<file path="src/rtl/load_store_unit_pkg.sv">
`default_nettype none
// ============================================================================
// Module      : load_store_unit_pkg
// Description : Shared types, funct3 constants and request decode for the
//               load/store unit.
// Revision    : 1.0 - initial release
// ============================================================================
package load_store_unit_pkg;

    localparam int c_funct3_w = 3;
    localparam int c_off_w    = 2;
    localparam int c_mask_w   = 4;

    localparam logic [c_funct3_w-1:0] c_f3_b  = 3'b000;
    localparam logic [c_funct3_w-1:0] c_f3_h  = 3'b001;
    localparam logic [c_funct3_w-1:0] c_f3_w  = 3'b010;
    localparam logic [c_funct3_w-1:0] c_f3_bu = 3'b100;
    localparam logic [c_funct3_w-1:0] c_f3_hu = 3'b101;

    typedef enum logic [1:0] {
        IDLE   = 2'd0,
        ACCESS = 2'd1,
        RESP   = 2'd2
    } lsu_state_t;

    typedef struct packed {
        logic                illegal;     // unsupported funct3 or unsigned store
        logic                misaligned;  // access crosses its natural boundary
        logic [c_mask_w-1:0] mask;        // lane mask for an aligned access
    } lsu_decode_t;

    // Classify a request and build its aligned lane mask.
    function automatic lsu_decode_t lsu_decode(
        input logic                  we,
        input logic [c_funct3_w-1:0] funct3,
        input logic [c_off_w-1:0]    off
    );
        lsu_decode_t d;
        d = '0;
        case (funct3)
            c_f3_b, c_f3_bu: begin
                d.mask = 4'b0001 << off;
            end
            c_f3_h, c_f3_hu: begin
                case (off)
                    2'd0:    d.mask = 4'b0011;
                    2'd1:    d.mask = 4'b0110;
                    2'd2:    d.mask = 4'b1100;
                    default: d.misaligned = 1'b1;
                endcase
            end
            c_f3_w: begin
                if (off == 2'd0) d.mask = 4'b1111;
                else             d.misaligned = 1'b1;
            end
            default: d.illegal = 1'b1;
        endcase
        // Unsigned widths only make sense for loads.
        if (we && funct3[2]) d.illegal = 1'b1;
        return d;
    endfunction

    // Index of the last byte of an access (byte count minus one).
    function automatic logic [1:0] lsu_last_idx(input logic [c_funct3_w-1:0] funct3);
        case (funct3)
            c_f3_h, c_f3_hu: return 2'd1;
            c_f3_w:          return 2'd3;
            default:         return 2'd0;
        endcase
    endfunction

endpackage
`default_nettype wire

</file>
<file path="src/rtl/load_store_unit_if.sv">
`default_nettype none
// ============================================================================
// Module      : load_store_unit_if
// Description : Core request/response and data-memory bus of the LSU.
//               master = core + memory side, slave = LSU.
// Revision    : 1.0 - initial release
// ============================================================================
interface load_store_unit_if #(
    parameter int ADDR_W = 32
);
    import load_store_unit_pkg::*;

    logic                  req_valid;
    logic                  req_ready;
    logic                  req_we;
    logic [c_funct3_w-1:0] req_funct3;
    logic [ADDR_W-1:0]     req_addr;
    logic [31:0]           req_wdata;
    logic                  resp_valid;
    logic [31:0]           resp_rdata;
    logic                  resp_err;
    logic                  mem_read;
    logic                  mem_write;
    logic [ADDR_W-3:0]     mem_address;
    logic [c_mask_w-1:0]   mem_mask;
    logic [31:0]           mem_wdata;
    logic [31:0]           mem_rdata;

    modport master (
        output req_valid, req_we, req_funct3, req_addr, req_wdata, mem_rdata,
        input  req_ready, resp_valid, resp_rdata, resp_err,
               mem_read, mem_write, mem_address, mem_mask, mem_wdata
    );

    modport slave (
        input  req_valid, req_we, req_funct3, req_addr, req_wdata, mem_rdata,
        output req_ready, resp_valid, resp_rdata, resp_err,
               mem_read, mem_write, mem_address, mem_mask, mem_wdata
    );
endinterface
`default_nettype wire

</file>
<file path="src/rtl/lsu_lane_align.sv">
`default_nettype none
// ============================================================================
// Module      : lsu_lane_align
// Description : Selects the loaded lanes starting at byte offset 'off' and
//               sign- or zero-extends them according to funct3.
// Revision    : 1.0 - initial release
// ============================================================================
module lsu_lane_align
    import load_store_unit_pkg::*;
(
    input  logic [c_funct3_w-1:0] funct3,
    input  logic [c_off_w-1:0]    off,
    input  logic [31:0]           word,
    output logic [31:0]           data
);

    logic [31:0] w_shifted;
    assign w_shifted = word >> {off, 3'b000};

    // Extend the low-justified lanes to 32 bits.
    always_comb begin
        data = w_shifted;
        case (funct3)
            c_f3_b:  data = {{24{w_shifted[7]}},  w_shifted[7:0]};
            c_f3_h:  data = {{16{w_shifted[15]}}, w_shifted[15:0]};
            c_f3_bu: data = {24'h0, w_shifted[7:0]};
            c_f3_hu: data = {16'h0, w_shifted[15:0]};
            default: data = w_shifted;
        endcase
    end

endmodule
`default_nettype wire

</file>
<file path="src/rtl/load_store_unit.sv">
`default_nettype none
// ============================================================================
// Module      : load_store_unit
// Description : Three-state LSU (IDLE -> ACCESS -> RESP) between the core and
//               a word-organised data memory. Every request, including an
//               illegal or misaligned one, answers two cycles after accept;
//               rejected requests keep the memory strobes low throughout.
//               Optional macro LSU_BYTE_SPLIT_EN executes misaligned half/word
//               accesses as a sequence of single-byte accesses.
// Revision    : 1.0 - initial release
// ============================================================================
module load_store_unit
    import load_store_unit_pkg::*;
#(
    parameter int          ADDR_W      = 32,
    parameter logic [31:0] RESET_RDATA = 32'h0
) (
    input  logic             clk,
    input  logic             rst,
    load_store_unit_if.slave bus
);

    lsu_state_t            r_state;
    logic                  r_ready;
    logic                  r_we;
    logic                  r_err;
    logic [c_funct3_w-1:0] r_funct3;
    logic [c_off_w-1:0]    r_off;
    logic                  r_resp_valid;
    logic [31:0]           r_resp_rdata;
    logic                  r_resp_err;
    logic                  r_mem_read;
    logic                  r_mem_write;
    logic [ADDR_W-3:0]     r_mem_address;
    logic [c_mask_w-1:0]   r_mem_mask;
    logic [31:0]           r_mem_wdata;

    lsu_decode_t           w_dec;
    logic                  w_req_err;
    logic                  w_access_done;
    logic [31:0]           w_load_data;
    logic [31:0]           w_resp_data;

    assign w_dec = lsu_decode(bus.req_we, bus.req_funct3, bus.req_addr[1:0]);

    lsu_lane_align u_align (
        .funct3 (r_funct3),
        .off    (r_off),
        .word   (bus.mem_rdata),
        .data   (w_load_data)
    );

`ifdef LSU_BYTE_SPLIT_EN
    logic              r_split;
    logic [1:0]        r_cnt;
    logic [1:0]        r_last;
    logic [ADDR_W-1:0] r_byte_addr;
    logic [31:0]       r_acc;
    logic [31:0]       r_wdata;
    logic [7:0]        w_lane_byte;
    logic [31:0]       w_acc_next;
    logic [ADDR_W-1:0] w_next_addr;
    logic [31:0]       w_split_data;

    // Misalignment becomes a byte sequence rather than an error.
    assign w_req_err     = w_dec.illegal;
    assign w_lane_byte   = 8'(bus.mem_rdata >> {r_byte_addr[1:0], 3'b000});
    assign w_acc_next    = r_acc | ({24'h0, w_lane_byte} << {r_cnt, 3'b000});
    assign w_next_addr   = r_byte_addr + ADDR_W'(1);
    assign w_access_done = !r_split || (r_cnt == r_last);
    assign w_resp_data   = r_split ? w_split_data : w_load_data;

    // Accumulated bytes are already low-justified, so align from offset 0.
    lsu_lane_align u_align_split (
        .funct3 (r_funct3),
        .off    (2'b00),
        .word   (w_acc_next),
        .data   (w_split_data)
    );
`else
    assign w_req_err     = w_dec.illegal | w_dec.misaligned;
    assign w_access_done = 1'b1;
    assign w_resp_data   = w_load_data;
`endif

    // Control FSM with every bus output registered.
    always_ff @(posedge clk or posedge rst) begin
        if (rst) begin
            r_state       <= IDLE;
            r_ready       <= 1'b0;
            r_we          <= 1'b0;
            r_err         <= 1'b0;
            r_funct3      <= '0;
            r_off         <= '0;
            r_resp_valid  <= 1'b0;
            r_resp_rdata  <= RESET_RDATA;
            r_resp_err    <= 1'b0;
            r_mem_read    <= 1'b0;
            r_mem_write   <= 1'b0;
            r_mem_address <= '0;
            r_mem_mask    <= '0;
            r_mem_wdata   <= '0;
`ifdef LSU_BYTE_SPLIT_EN
            r_split       <= 1'b0;
            r_cnt         <= '0;
            r_last        <= '0;
            r_byte_addr   <= '0;
            r_acc         <= '0;
            r_wdata       <= '0;
`endif
        end else begin
            case (r_state)
                IDLE: begin
                    if (bus.req_valid && r_ready) begin
                        r_ready  <= 1'b0;
                        r_we     <= bus.req_we;
                        r_err    <= w_req_err;
                        r_funct3 <= bus.req_funct3;
                        r_off    <= bus.req_addr[1:0];
                        r_state  <= ACCESS;
                        if (!w_req_err) begin
                            r_mem_read    <= ~bus.req_we;
                            r_mem_write   <= bus.req_we;
                            r_mem_address <= bus.req_addr[ADDR_W-1:2];
                            r_mem_mask    <= w_dec.mask;
                            r_mem_wdata   <= bus.req_wdata;
                        end
`ifdef LSU_BYTE_SPLIT_EN
                        r_split     <= w_dec.misaligned;
                        r_cnt       <= '0;
                        r_last      <= lsu_last_idx(bus.req_funct3);
                        r_byte_addr <= bus.req_addr;
                        r_acc       <= '0;
                        r_wdata     <= bus.req_wdata;
                        if (w_dec.misaligned && !w_req_err) begin
                            r_mem_mask  <= 4'b0001 << bus.req_addr[1:0];
                            r_mem_wdata <= {24'h0, bus.req_wdata[7:0]};
                        end
`endif
                    end else begin
                        r_ready <= 1'b1;
                    end
                end
                ACCESS: begin
                    if (w_access_done) begin
                        r_mem_read   <= 1'b0;
                        r_mem_write  <= 1'b0;
                        r_mem_mask   <= '0;
                        r_resp_valid <= 1'b1;
                        r_resp_err   <= r_err;
                        r_resp_rdata <= (r_err || r_we) ? RESET_RDATA : w_resp_data;
                        r_state      <= RESP;
                    end
`ifdef LSU_BYTE_SPLIT_EN
                    else begin
                        r_cnt         <= r_cnt + 2'd1;
                        r_acc         <= w_acc_next;
                        r_byte_addr   <= w_next_addr;
                        r_mem_address <= w_next_addr[ADDR_W-1:2];
                        r_mem_mask    <= 4'b0001 << w_next_addr[1:0];
                        r_mem_wdata   <= {24'h0, 8'(r_wdata >> {r_cnt + 2'd1, 3'b000})};
                    end
`endif
                end
                RESP: begin
                    r_resp_valid <= 1'b0;
                    r_resp_err   <= 1'b0;
                    r_ready      <= 1'b1;
                    r_state      <= IDLE;
                end
                default: begin
                    r_state <= IDLE;
                end
            endcase
        end
    end

    assign bus.req_ready   = r_ready;
    assign bus.resp_valid  = r_resp_valid;
    assign bus.resp_rdata  = r_resp_rdata;
    assign bus.resp_err    = r_resp_err;
    assign bus.mem_read    = r_mem_read;
    assign bus.mem_write   = r_mem_write;
    assign bus.mem_address = r_mem_address;
    assign bus.mem_mask    = r_mem_mask;
    assign bus.mem_wdata   = r_mem_wdata;

endmodule
`default_nettype wire
</file>
<file path="src/flat_wrapper.sv">
// flat-port wrapper written by rule: the top's interface ports become plain ports
module load_store_unit_flat import load_store_unit_pkg::*;
#(
    parameter int          ADDR_W      = 32,
    parameter logic [31:0] RESET_RDATA = 32'h0
)
  (clk, rst, bus_req_valid, bus_req_we, bus_req_funct3, bus_req_addr, bus_req_wdata, bus_mem_rdata, bus_req_ready, bus_resp_valid, bus_resp_rdata, bus_resp_err, bus_mem_read, bus_mem_write, bus_mem_address, bus_mem_mask, bus_mem_wdata);
  load_store_unit_if #(.ADDR_W(ADDR_W)) bus_i ();
  input  logic clk;
  input  logic rst;
  input wire logic [$bits(bus_i.req_valid)-1:0] bus_req_valid;
  input wire logic [$bits(bus_i.req_we)-1:0] bus_req_we;
  input wire logic [$bits(bus_i.req_funct3)-1:0] bus_req_funct3;
  input wire logic [$bits(bus_i.req_addr)-1:0] bus_req_addr;
  input wire logic [$bits(bus_i.req_wdata)-1:0] bus_req_wdata;
  input wire logic [$bits(bus_i.mem_rdata)-1:0] bus_mem_rdata;
  output wire logic [$bits(bus_i.req_ready)-1:0] bus_req_ready;
  output wire logic [$bits(bus_i.resp_valid)-1:0] bus_resp_valid;
  output wire logic [$bits(bus_i.resp_rdata)-1:0] bus_resp_rdata;
  output wire logic [$bits(bus_i.resp_err)-1:0] bus_resp_err;
  output wire logic [$bits(bus_i.mem_read)-1:0] bus_mem_read;
  output wire logic [$bits(bus_i.mem_write)-1:0] bus_mem_write;
  output wire logic [$bits(bus_i.mem_address)-1:0] bus_mem_address;
  output wire logic [$bits(bus_i.mem_mask)-1:0] bus_mem_mask;
  output wire logic [$bits(bus_i.mem_wdata)-1:0] bus_mem_wdata;
  assign bus_i.req_valid = bus_req_valid;
  assign bus_i.req_we = bus_req_we;
  assign bus_i.req_funct3 = bus_req_funct3;
  assign bus_i.req_addr = bus_req_addr;
  assign bus_i.req_wdata = bus_req_wdata;
  assign bus_i.mem_rdata = bus_mem_rdata;
  assign bus_req_ready = bus_i.req_ready;
  assign bus_resp_valid = bus_i.resp_valid;
  assign bus_resp_rdata = bus_i.resp_rdata;
  assign bus_resp_err = bus_i.resp_err;
  assign bus_mem_read = bus_i.mem_read;
  assign bus_mem_write = bus_i.mem_write;
  assign bus_mem_address = bus_i.mem_address;
  assign bus_mem_mask = bus_i.mem_mask;
  assign bus_mem_wdata = bus_i.mem_wdata;
  load_store_unit #(.ADDR_W(ADDR_W), .RESET_RDATA(RESET_RDATA)) u_core (.clk(clk), .rst(rst), .bus(bus_i));
endmodule
</file>
<file path="config.mk">
export PLATFORM = sky130hd
export DESIGN_NAME = load_store_unit_flat
export DESIGN_NICKNAME = d
export VERILOG_FILES = /design/src/rtl/load_store_unit_pkg.sv /design/src/rtl/load_store_unit_if.sv /design/src/rtl/lsu_lane_align.sv /design/src/rtl/load_store_unit.sv /design/src/flat_wrapper.sv
export SDC_FILE = /design/constraint.sdc
export NUM_CORES = 1
export LEC_CHECK = 0
export CORE_ASPECT_RATIO = 1.75
export CORE_MARGIN = 2
export CORE_UTILIZATION = 40
export DETAILED_ROUTE_END_ITERATION = 7
export PLACE_DENSITY = 0.76
export SETUP_SLACK_MARGIN = 0.02
export SYNTH_ARGS = -nofsm -noshare
export SYNTH_HDL_FRONTEND = slang
export SYNTH_SLANG_ARGS = --single-unit
export TNS_END_PERCENT = 30
</file>
<file path="constraint.sdc">
create_clock -name clk -period 8.5 [get_ports clk]
set_input_delay 1.275 -clock clk [delete_from_list [all_inputs] [get_ports clk]]
set_output_delay 1.275 -clock clk [all_outputs]
set_load 0.005 [all_outputs]
</file>
==> results of run 1 <==
==> metal layers <==
metal / global-route usage / share of wire / vias to the layer above
li1: - / - / 1778
met1: 0.200 / 0.32 / 1913
met2: 0.402 / 0.57 / 169
met3: 0.0493 / 0.065 / 31
met4: 0.0985 / 0.041 / 2
met5: 0 / 0.00042 / -
==> cell type report <==
type                    instances  area (um^2)
multi-input cells             235         2040
clock inverters                 7         76.3
inverters                       9         36.3
fillers                      1036         4830
clock buffers                   9          225
flip-flops and latches        112         2800
repair buffers                208         2070
well taps                     168          210
==> stage by stage <==
stage	std cells	hold WS [ns]	setup slack (ns)	instance area [um^2]
4_1_cts	748	0.493	4.69	7470
6_report	748	0.494	4.70	7470
3_3_place_gp	732	0.469	4.43	7170
3_5_place_dp	732	0.473	4.31	7170
5_1_grt	748	0.507	4.54	7470
2_1_floorplan	383	0.478	4.27	4980
==> worst paths after layout <==
check / startpoint / slack, ns / endpoint
min: u_core.bus.resp_rdata[15] / 0.49 / u_core.bus.resp_rdata[15]
max reg2reg: u_core.r_state[0] / 5.57 / u_core.bus.mem_address[22]
min reg2reg: u_core.bus.resp_rdata[15] / 0.49 / u_core.bus.resp_rdata[15]
max in group asynchronous: rst / 5.90 / u_core.bus.req_ready
max: bus_req_addr[0] / 4.70 / u_core.bus.mem_address[22]
min in group asynchronous: rst / 1.35 / u_core.bus.mem_address[9]
==> report_power, final <==
part           switching [mW]  internal [mW]  total [mW]
logic                   0.400          0.666        1.07
clock network           0.198          0.233       0.431
registers               0.150          0.767       0.917
total                   0.747           1.67        2.41
==> cells in the final DEF, fill, tap and decap left out, drive strengths merged, types with 2 or more instances in the layout <==
cell type      Yosys  final
nor2              12     12
clkdlybuf4s50      0    205
o2bb2ai           15     15
nand2b             3      3
dfrtp            112    112
o211ai             5      5
nand3b            10     10
mux2              72     72
mux2i             20     20
clkbuf            17      9
mux4               2      2
a21oi             13     13
o21ai             24     24
nor3b              2      2
clkinv             0      3
inv                9     12
a221o              8      8
o31ai              2      2
buf               10      3
o21bai             2      2
a211o              9      9
nand2             14     14
ha                 8      8
a21boi             2      2
==> worst max-delay path, cell delays in order <==
cell	delay [ns]
clkdlybuf4s50_1	0.51
inv_1	0.10
ha_1	0.26
o2111ai_4	0.85
buf_4	0.59
mux2_2	0.40
==> sequential cells by signal, indices dropped and copies added, names as in the netlist, 2 cells and up <==
name / count
u_core.bus.mem_mask: 4
u_core.r_state: 2
u_core.r_off: 2
u_core.bus.mem_address: 30
u_core.bus.mem_wdata: 32
u_core.bus.resp_rdata: 32
u_core.r_funct3: 3
==> cells by family (layout without fill, tap and decap cells) <==
kind of cell | after synthesis | count (layout) | share of synthesized area
buffers and inverters | 36 | 233 | 0.0316
adder cells (fa/ha/maj) | 8 | 8 | 0.0201
multiplexers | 94 | 94 | 0.212
AND/OR/NAND/NOR | 49 | 49 | 0.0557
flip-flops | 112 | 112 | 0.562
AO/OA/AOI/OAI | 84 | 84 | 0.118
==> run metrics, run 1 <==
gr ovfl total 0; R2R cell count 6; Final Hold Viols 0; setup bufs post-CTS 0; die height 152 um; TritonCTS clock tree built; share of the synthesized area in the top cell type 0.562; Final setup viols 0; hold path cells 1; CTS Buffer Depth 2; Routed Antenna Nets 0; synthesized area 4980 um^2; final worst-path cycle share 0.447; Slew @ Worst Pin 1.07 ns; Die Wd 88.4 um; initial core utilization 0.405; vias in the first global route 4,085; Vias/cell 5.20; initial antenna violation count 0; Primary FF master, synth dfrtp_1; FMAX 263 MHz; type of the worst setup path primary input to flop; max cap viols 0; routed via count 3,893; max-slew violation count 0; CTS clk-pin slew, worst paths 0.07 ns; # diodes 0; die area 13,400 um^2; register area share after synthesis 0.562; Worst Clk Skew 0.0126 ns; WL/cell 18.9 um; first-pass GRT wire length 21,000 um; nets 686; Finished Core Util 0.607; clock latency on the worst-skew pair 0.34 ns; Crit. End Element flop; final setup TNS 0 ns; Yosys reg bits 112; Syn Inst Count 383; dpl hpwl 11,100 um; # H-tree levels 3; top cells by area, synth dfrtp_1 (56%), mux2_2 (16%), mux2i_1 (4.0%); layout cells sized above 1 0.171; asr flop ratio synth 1.00; startpoint types primary input; CORE AREA 12,300 um^2; all-layer global routing usage 0.208; Clock Sink Count 112; Syn Area/Cell 13.0 um^2; PostCTS Resize Cnt 0; DRT iter0 DRCs 215; CTS buffer count 9; Worst EP required 8.73 ns; total power draw 2.41 mW; min-delay worst type flop to flop; min cycle time layout 3.80 ns; # port buffers 205; CP Max Fanout 41; RSZ-0062 raised after global routing false; DRT Wirelength 14,100 um; router iterations before antenna repair 4; Residual DRC 0; Hold Buf Count CTS 0; Synth cell types 38; Leak Pwr 3.21 nW; most common cell in the netlist dfrtp_1; largest net degree at the start of global routing 65; # rows 54; # IOs 206; worst vdd ir 0.148 mV; EDFF count, synth 0; status completed; routability-driven placement congestion ratio 0.844; synth warn 0; Syn Nets 494; CTS root buf clkbuf_16; area growth from synthesis to layout 49.8%; top post-synthesis cells by count dfrtp_1 (112), mux2_2 (72), o21ai_0 (24); Power per Cell Area 323 nW/um^2; post-synth top area cell dfrtp_1; max_slew headroom 0.288; CP arrival 4.02 ns
Power figures use the tool's default switching activity.
==> run 2, diff against run 1 <==
==> constraint.sdc (replaced) <==
create_clock -name clk -period 3.5 [get_ports clk]
set_input_delay 0.525 -clock clk [delete_from_list [all_inputs] [get_ports clk]]
set_output_delay 0.525 -clock clk [all_outputs]
set_load 0.005 [all_outputs]
==> run 2 against run 1 <==
Die area is the same. Design area up 0.55%. Critical path type is now flop to flop. Global-route usage is 0.86 points lower. Final cell count up 0.40%. Wire length fell by 4.1%. Via count is 1.5% lower.
==> run metrics, run 2 (same netlist as run 1, synthesis figures left out) <==
CTS clk-pin slew, worst paths 0.07 ns; Crit path buffers/inverters 1; worst hold start u_core.bus.resp_rdata[15]; RSZ-0062 raised after global routing false; max-slew violation count 0; nets 689; max layer used met4; Finished Cell Area 7510 um^2; DRT Wirelength 13,600 um; # port buffers 205; met3 WL 914 um; die height 152 um; status completed; crit-path leading delay family multiplexers; Final Hold Viols 0; WL/cell 18.0 um; final setup TNS 0 ns; CP Max Fanout 32; PostCTS Resize Cnt 0; setup bufs post-CTS 0; layout cells sized above 1 0.173; Crit Reg-Reg Startpoint u_core.r_off[0]; CTS root buf clkbuf_16; CP arrival 2.73 ns; area growth from synthesis to layout 50.6%; max cap viols 0; all-layer global routing usage 0.200; min-delay worst type flop to flop; Hold Buf Count CTS 0; # rows 54; dpl hpwl 10,400 um; crit path from u_core.r_off[0]; placed cell area 7200 um^2; Die Wd 88.4 um; clock latency on the worst-skew pair 0.34 ns; # IOs 206; length of routed wiring on met1 4760 um; Post-Place Cells 735; Finished Core Util 0.611; initial core utilization 0.405; min cycle time layout 2.45 ns; CTS Buffer Depth 2; die area 13,400 um^2; gr ovfl total 0; DRT iter0 DRCs 135; router iterations before antenna repair 5; total power draw 5.85 mW; max incr delay on CP 0.66 ns; largest net degree at the start of global routing 113; TritonCTS clock tree built; max_slew headroom 0.493; CP cell instances buf_4, mux2i_1, mux4_2, nor4_4, a221o_1; # H-tree levels 3; commonest non-fill, non-tap cell in the layout clkdlybuf4s50_1; register-to-register setup slack 1.05 ns; final worst-path cycle share 0.701; final cell count without fillers 751; initial antenna violation count 0; Leak Pwr 3.22 nW; slowest CP cell nor4_4; Worst Clk Skew 0.0108 ns; CTS buffer count 9; leading cell types in the layout, fill and taps excluded clkdlybuf4s50_1 (205), dfrtp_1 (112), mux2_2 (72); worst vdd ir 0.401 mV; Slew @ Worst Pin 0.754 ns; Power per Cell Area 779 nW/um^2; Clock Sink Count 112; Worst EP required 3.77 ns; first-pass GRT wire length 20,400 um; Residual DRC 0; type of the worst setup path flop to flop; met2 wire len 7530 um; routability-driven placement congestion ratio 0.843; Hold WS 0.492 ns; startpoint types flop; Crit. End Element flop; final worst setup slack 1.05 ns; # diodes 0; Routed Antenna Nets 0; FMAX 407 MHz; routed via count 3,836; Final setup viols 0; CORE AREA 12,300 um^2; Vias/cell 5.11; vias in the first global route 4,027; dpl ws 0.784 ns
run 2: layout make-up:
| cell class | count | area [um^2] |
|---|---|---|
| timing repair buffer | 211 | 2110 |
| multi-input combinational | 235 | 2040 |
| fill | 1015 | 4790 |
| clock buffer | 11 | 243 |
| tap | 168 | 210 |
| clock inverter | 5 | 63.8 |
| sequential | 112 | 2800 |
| inverter | 9 | 37.5 |
run 2: routing by layer:
metal  up-vias  GRT usage
met5         -          0
met4         0     0.0674
met3        15     0.0536
met2       156      0.374
met1      1885      0.210
li1       1780          -
run 2: path summary, 6_finish.rpt:
check / end / depth (start not counted)
worst max-delay path: u_core.bus.resp_rdata[27] / 5
worst min-delay path: u_core.bus.resp_rdata[15] / 1
worst max register to register: u_core.bus.resp_rdata[27] / 5
worst min register to register: u_core.bus.resp_rdata[15] / 1
max in group asynchronous: u_core.bus.mem_address[13] / 3
min in group asynchronous: u_core.bus.mem_wdata[24] / 3
run 2: worst register-to-register path, cell delays in order, from the launching register on:
cell and delay, ns:
dfrtp_1 0.41, buf_4 0.41, mux2i_1 0.17, mux4_2 0.51
nor4_4 0.66, a221o_1 0.23
run 2: where the power goes:
group | internal, mW | leakage (nW) | total, mW | switching, mW
Combinational | 1.63 | 1.66 | 2.60 | 0.973
Clock | 0.581 | 0.146 | 1.05 | 0.468
Sequential | 1.86 | 1.41 | 2.20 | 0.332
